**src/rtl/seg_p2s_ctrl_if.sv**
```systemverilog
// Parallel-side handshake for the seven-segment frame serialiser: frame request/clear in,
// busy/done status out.
interface seg_p2s_ctrl_if #(
  parameter int unsigned FRAME_W = 64
);
  logic               start;
  logic               clr;
  logic [FRAME_W-1:0] data;
  logic               busy;
  logic               done;

  modport master (
    output start,
    output clr,
    output data,
    input  busy,
    input  done
  );

  modport slave (
    input  start,
    input  clr,
    input  data,
    output busy,
    output done
  );
endinterface

```
**src/rtl/seg_p2s_ctrl.sv**
```systemverilog
// Serialises a parallel segment frame MSB first onto the display's SEGDT/SEGCLK chain and
// issues timed clear pulses. Every output comes straight from a flop.
module seg_p2s_ctrl #(
  parameter int unsigned CLK_DIV = 4,
  parameter int unsigned FRAME_W = 64
) (
  input  logic          clk,
  input  logic          rst,
  seg_p2s_ctrl_if.slave bus,
  output logic          SEGCLK,
  output logic          SEGDT,
  output logic          SEGCLR,
  output logic          SEGEN
);

  localparam int unsigned BitW = $clog2(FRAME_W);
  localparam logic [7:0]      PhaseLast = 8'(CLK_DIV - 1);
  localparam logic [BitW-1:0] BitLast   = BitW'(FRAME_W - 1);

  typedef enum logic [2:0] {
    StIdle,
    StClear,
    StShiftLo,
    StShiftHi,
    StDone
  } state_e;

  state_e             state_q, state_d;
  logic [FRAME_W-1:0] sr_q, sr_d;
  logic [BitW-1:0]    bit_q, bit_d;
  logic [7:0]         phase_q, phase_d;
  logic               busy_q, busy_d;
  logic               done_q, done_d;
  logic               segclk_q, segclk_d;
  logic               segdt_q, segdt_d;
  logic               segclr_q, segclr_d;
  logic               segen_q, segen_d;
  logic               phase_end;

  assign phase_end = (phase_q == PhaseLast);

  always_comb begin
    state_d  = state_q;
    sr_d     = sr_q;
    bit_d    = bit_q;
    phase_d  = phase_q + 8'd1;
    busy_d   = busy_q;
    done_d   = 1'b0;
    segclk_d = segclk_q;
    segdt_d  = segdt_q;
    segclr_d = segclr_q;
    segen_d  = 1'b1;

    case (state_q)
      StIdle: begin
        phase_d = '0;
        // Clear wins; a start arriving alongside it is simply dropped.
        if (bus.clr) begin
          state_d  = StClear;
          segclr_d = 1'b0;
          busy_d   = 1'b1;
        end else if (bus.start) begin
          state_d  = StShiftLo;
          sr_d     = bus.data;
          bit_d    = '0;
          busy_d   = 1'b1;
          segclk_d = 1'b0;
          segdt_d  = bus.data[FRAME_W-1];
        end
      end
      StClear: begin
        if (phase_end) begin
          state_d  = StIdle;
          phase_d  = '0;
          segclr_d = 1'b1;
          busy_d   = 1'b0;
        end
      end
      StShiftLo: begin
        if (phase_end) begin
          state_d  = StShiftHi;
          phase_d  = '0;
          segclk_d = 1'b1;
        end
      end
      StShiftHi: begin
        if (phase_end) begin
          phase_d = '0;
          if (bit_q == BitLast) begin
            state_d = StDone;
            busy_d  = 1'b0;
            done_d  = 1'b1;
            segdt_d = 1'b1;
          end else begin
            // Data only moves while the chain clock is low again.
            state_d  = StShiftLo;
            sr_d     = {sr_q[FRAME_W-2:0], 1'b0};
            segdt_d  = sr_q[FRAME_W-2];
            segclk_d = 1'b0;
            bit_d    = bit_q + BitW'(1);
          end
        end
      end
      StDone: begin
        state_d = StIdle;
        phase_d = '0;
      end
      default: begin
        state_d = StIdle;
        phase_d = '0;
      end
    endcase
  end

  always_ff @(posedge clk or negedge rst) begin
    if (!rst) begin
      state_q  <= StIdle;
      sr_q     <= '0;
      bit_q    <= '0;
      phase_q  <= '0;
      busy_q   <= 1'b0;
      done_q   <= 1'b0;
      segclk_q <= 1'b1;
      segdt_q  <= 1'b1;
      segclr_q <= 1'b1;
      segen_q  <= 1'b0;
    end else begin
      state_q  <= state_d;
      sr_q     <= sr_d;
      bit_q    <= bit_d;
      phase_q  <= phase_d;
      busy_q   <= busy_d;
      done_q   <= done_d;
      segclk_q <= segclk_d;
      segdt_q  <= segdt_d;
      segclr_q <= segclr_d;
      segen_q  <= segen_d;
    end
  end

  assign bus.busy = busy_q;
  assign bus.done = done_q;
  assign SEGCLK   = segclk_q;
  assign SEGDT    = segdt_q;
  assign SEGCLR   = segclr_q;
  assign SEGEN    = segen_q;

endmodule

```
**src/flat_wrapper.sv**
```systemverilog
// flat-port wrapper written by rule: the top's interface ports become plain ports
module seg_p2s_ctrl_flat 
#(
  parameter int unsigned CLK_DIV = 4,
  parameter int unsigned FRAME_W = 64
)
  (clk, rst, SEGCLK, SEGDT, SEGCLR, SEGEN, bus_start, bus_clr, bus_data, bus_busy, bus_done);
  seg_p2s_ctrl_if #(.FRAME_W(FRAME_W)) bus_i ();
  input  logic clk;
  input  logic rst;
  output logic SEGCLK;
  output logic SEGDT;
  output logic SEGCLR;
  output logic SEGEN;
  input wire logic [$bits(bus_i.start)-1:0] bus_start;
  input wire logic [$bits(bus_i.clr)-1:0] bus_clr;
  input wire logic [$bits(bus_i.data)-1:0] bus_data;
  output wire logic [$bits(bus_i.busy)-1:0] bus_busy;
  output wire logic [$bits(bus_i.done)-1:0] bus_done;
  assign bus_i.start = bus_start;
  assign bus_i.clr = bus_clr;
  assign bus_i.data = bus_data;
  assign bus_busy = bus_i.busy;
  assign bus_done = bus_i.done;
  seg_p2s_ctrl #(.CLK_DIV(CLK_DIV), .FRAME_W(FRAME_W)) u_core (.clk(clk), .rst(rst), .bus(bus_i), .SEGCLK(SEGCLK), .SEGDT(SEGDT), .SEGCLR(SEGCLR), .SEGEN(SEGEN));
endmodule
```
**config.mk**
```make
export PLATFORM = sky130hd
export DESIGN_NAME = seg_p2s_ctrl_flat
export DESIGN_NICKNAME = d
export VERILOG_FILES = /design/src/rtl/seg_p2s_ctrl_if.sv /design/src/rtl/seg_p2s_ctrl.sv /design/src/flat_wrapper.sv
export SDC_FILE = /design/constraint.sdc
export NUM_CORES = 1
export LEC_CHECK = 0
export ABC_AREA = 1
export CAP_MARGIN = 20
export CORE_UTILIZATION = 55
export DETAILED_ROUTE_END_ITERATION = 10
export DONT_BUFFER_PORTS = 1
export PLACE_DENSITY_LB_ADDON = 0.15
export SLEW_MARGIN = 20
export SYNTH_ARGS = -nofsm -noshare
export SYNTH_HDL_FRONTEND = slang
export SYNTH_SLANG_ARGS = --single-unit
```
**constraint.sdc**
```tcl
create_clock -name clk -period 4.8 [get_ports clk]
set_input_delay 0.72 -clock clk [delete_from_list [all_inputs] [get_ports clk]]
set_output_delay 0.72 -clock clk [all_outputs]
set_load 0.02 [all_outputs]
```
==> results.sh <==
export IMPL_status="finished, final reports clean"
export IMPL_cts_resized=0
export IMPL_die_height_um=92.5
export IMPL_die_area_um2=8560
export IMPL_drtPass1Iterations=4
export IMPL_overflow=0
export IMPL_fin_util_pct=60.2
export IMPL_slew_headroom_pct=53.3
export IMPL_min_period_ns=3.52
export IMPL_power_density_nw_per_um2=264
export IMPL_critPathSlowestCell="nand3_2"
export IMPL_diodes=0
export IMPL_layout_commonest_cell="nand2_1"
export IMPL_cpMostUsedCell="nand2_1"
export IMPL_synth_seq_area_share_pct=47.8
export IMPL_track_usage_pct=23.4
export IMPL_final_setup_tns_ns=0
export IMPL_cts_tree="built"
export IMPL_ir_drop_mv=0.131
export IMPL_syn_instance_count=647
export IMPL_cts_buffers=9
export IMPL_ys_ff_latch=86
export IMPL_gp_congestion=0.912
export IMPL_coreArea_um2=7810
export IMPL_yosysWarnings=0
export IMPL_rsz0062_at_grt="no"
export IMPL_grt_pass1_wl_mm=16.0
export IMPL_setup_viol=0
export IMPL_grt_pass1_vias=3733
export IMPL_synthFlopType="dfrtp_1"
export IMPL_netlist_area_um2=4510
export IMPL_critPathMaxFanout=67
export IMPL_io_buffer_count=0
export IMPL_synth_edf_count=0
export IMPL_path_clk_slew_ns=0.08
export IMPL_hold_class="primary input to asynchronous set/reset pin"
export IMPL_ys_types=23
export IMPL_worstSetupEndpointType="register"
export IMPL_areaGrowthSynthToFinish_pct=4.22
export IMPL_crit_path_start_kind="register"
export IMPL_crit_path_max_incr_delay_ns=0.66
export IMPL_cellLeakagePower_nw=2.73
export IMPL_cap_violations=0
export IMPL_dp_hpwl_mm=5.85
export IMPL_drt_vias_per_instance=5.27
export IMPL_antenna_found_initial=0
export IMPL_insertion_delay_ns=0.35
export IMPL_syn_nets=717
export IMPL_critPathKind="register to register"
export IMPL_cts_setup_buffers=0
export IMPL_multi_input_area_um2=2090
export IMPL_die_w_um=92.5
export IMPL_syn_mean_instance_area_um2=6.97
export IMPL_row_count=32
export IMPL_initial_utilization_pct=57.7
export IMPL_grtUsageMet2_pct=39.4
export IMPL_final_cell_mix="nand2_1, dfrtp_1, nand3_1"
export IMPL_ant_nets=0
export IMPL_hold_slack_ns=0.0523
export IMPL_worst_pin_slew_ns=0.701
export IMPL_crit_path_cell_trace="inv_2, nand3_2, nand2_1, inv_2, nor2_4, buf_4, nand3_2, buf_4, nand2_1, nand2_1"
export IMPL_fill_cells=734
export IMPL_layout_drive_gt1_share_pct=5.53
export IMPL_routed_wl_mm=9.46
export IMPL_clock_fmax_mhz=284
export IMPL_regArea_um2=2160
export IMPL_cp_data_arrival_time_ns=3.76
export IMPL_clockBufferDepth=2
export IMPL_async_flop_share_pct=100
export IMPL_period_share_pct=73.4
export IMPL_met3_usage_pct=4.02
export IMPL_nNetsFinal=698
export IMPL_htree_levels=3
export IMPL_crit_required_ns=5.03
export IMPL_grt_max_degree=87
export IMPL_cts_root_buffer="clkbuf_8"
export IMPL_fin_skew_ns=0.00812
export IMPL_clock_sinks=86
export IMPL_avgRoutedWirePerCell_um=12.9
export IMPL_hold_viol_final=0
export IMPL_vias=3874
export IMPL_use_met1_pct=30.1
export IMPL_drcViolationCount=0
export IMPL_ctsHoldBuffers=0
export IMPL_finalMaxSlewViolations=0
export IMPL_drt_iter0_markers=320
export IMPL_ios=74
export IMPL_grt_busiest_layer="met2"
cell usage after synthesis, drive strengths merged (3+ instances only):
library cell | instances | area (um2)
nor3b | 3 | 22.5
inv | 22 | 82.6
a21oi | 5 | 25.0
buf | 27 | 156
clkbuf | 8 | 30.0
o21ai | 10 | 50.0
dfrtp | 83 | 2080
nand2 | 363 | 1360
nand3 | 81 | 415
dfstp | 3 | 78.8
nor2 | 31 | 129
nor3 | 4 | 20.0
final cells by class:
cell class	instances	share of cell area, %
timing repair buffer	5	0.799
inverter	22	1.76
sequential	86	45.9
tap	102	2.72
multi-input combinational	504	44.6
clock inverter	4	0.959
clock buffer	12	3.30
kinds of logic (layout without fill, tap and decap cells):
kind of cell	count (synthesis)	count (layout)	synth area share, %
buffers and inverters	57	43	5.97
adder cells (fa/ha/maj)	2	2	0.555
flip-flops	86	86	47.8
AND/OR/NAND/NOR	484	484	43.5
other	1	1	0.0832
AO/OA/AOI/OAI	15	15	1.67
XOR/XNOR	2	2	0.389
flip-flops by register name (all words and copies together) (netlist names):
register         cells
u_core.state_q       3
u_core.phase_q       8
u_core.SEGEN         1
u_core.SEGCLR        1
u_core.bus.done      1
u_core.SEGCLK        1
u_core.bit_q         6
u_core.sr_q         63
u_core.SEGDT         1
u_core.bus.busy      1
worst paths after layout:
| kind | slack, ns | end | depth (start not counted) | start |
|---|---|---|---|---|
| max in group asynchronous | 4.55 | u_core.SEGDT | 0 | rst |
| max | 1.28 | u_core.bit_q[2] | 10 | u_core.state_q[2] |
| max reg2reg | 1.28 | u_core.bit_q[2] | 10 | u_core.state_q[2] |
| min reg2reg | 0.47 | u_core.phase_q[0] | 1 | u_core.phase_q[0] |
| min in group clk | 0.47 | u_core.phase_q[0] | 1 | u_core.phase_q[0] |
| min | 0.05 | u_core.phase_q[2] | 0 | rst |
worst max-delay path, delay by kind of cell, from the launching register on:
| family | cells | cell delay (ns) |
|---|---|---|
| flip-flops | 1 | 0.43 |
| buffers and inverters | 4 | 1.22 |
| AND/OR/NAND/NOR | 6 | 1.73 |
per-layer routing:
| layer | wire length, um | share of wire (%) |
|---|---|---|
| met5 | 0 | 0 |
| met2 | 4430 | 47 |
| met3 | 541 | 5.7 |
| met1 | 4440 | 47 |
| met4 | 48 | 0.51 |
power by group:
| group | switching [mW] | leakage [nW] | internal (mW) | total, mW |
|---|---|---|---|---|
| combinational | 0.000352 | 1.46 | 0.000145 | 0.000498 |
| sequential | 0.000739 | 1.16 | 0.724 | 0.725 |
| clock | 0.249 | 0.106 | 0.267 | 0.516 |
per-stage QoR:
step / cell area [um2] / power, mW / std cells / setup WS, ns
floorplan: 4510 / 0.740 / 647 / 3.11
global placement: 4500 / 0.740 / 719 / 1.36
detailed placement: 4500 / 0.740 / 719 / 1.26
CTS: 4700 / 1.25 / 735 / 1.23
global route: 4700 / 1.28 / 735 / 0.926
finish: 4700 / 1.24 / 735 / 1.28
No activity file was read; power rests on OpenSTA's default activity.
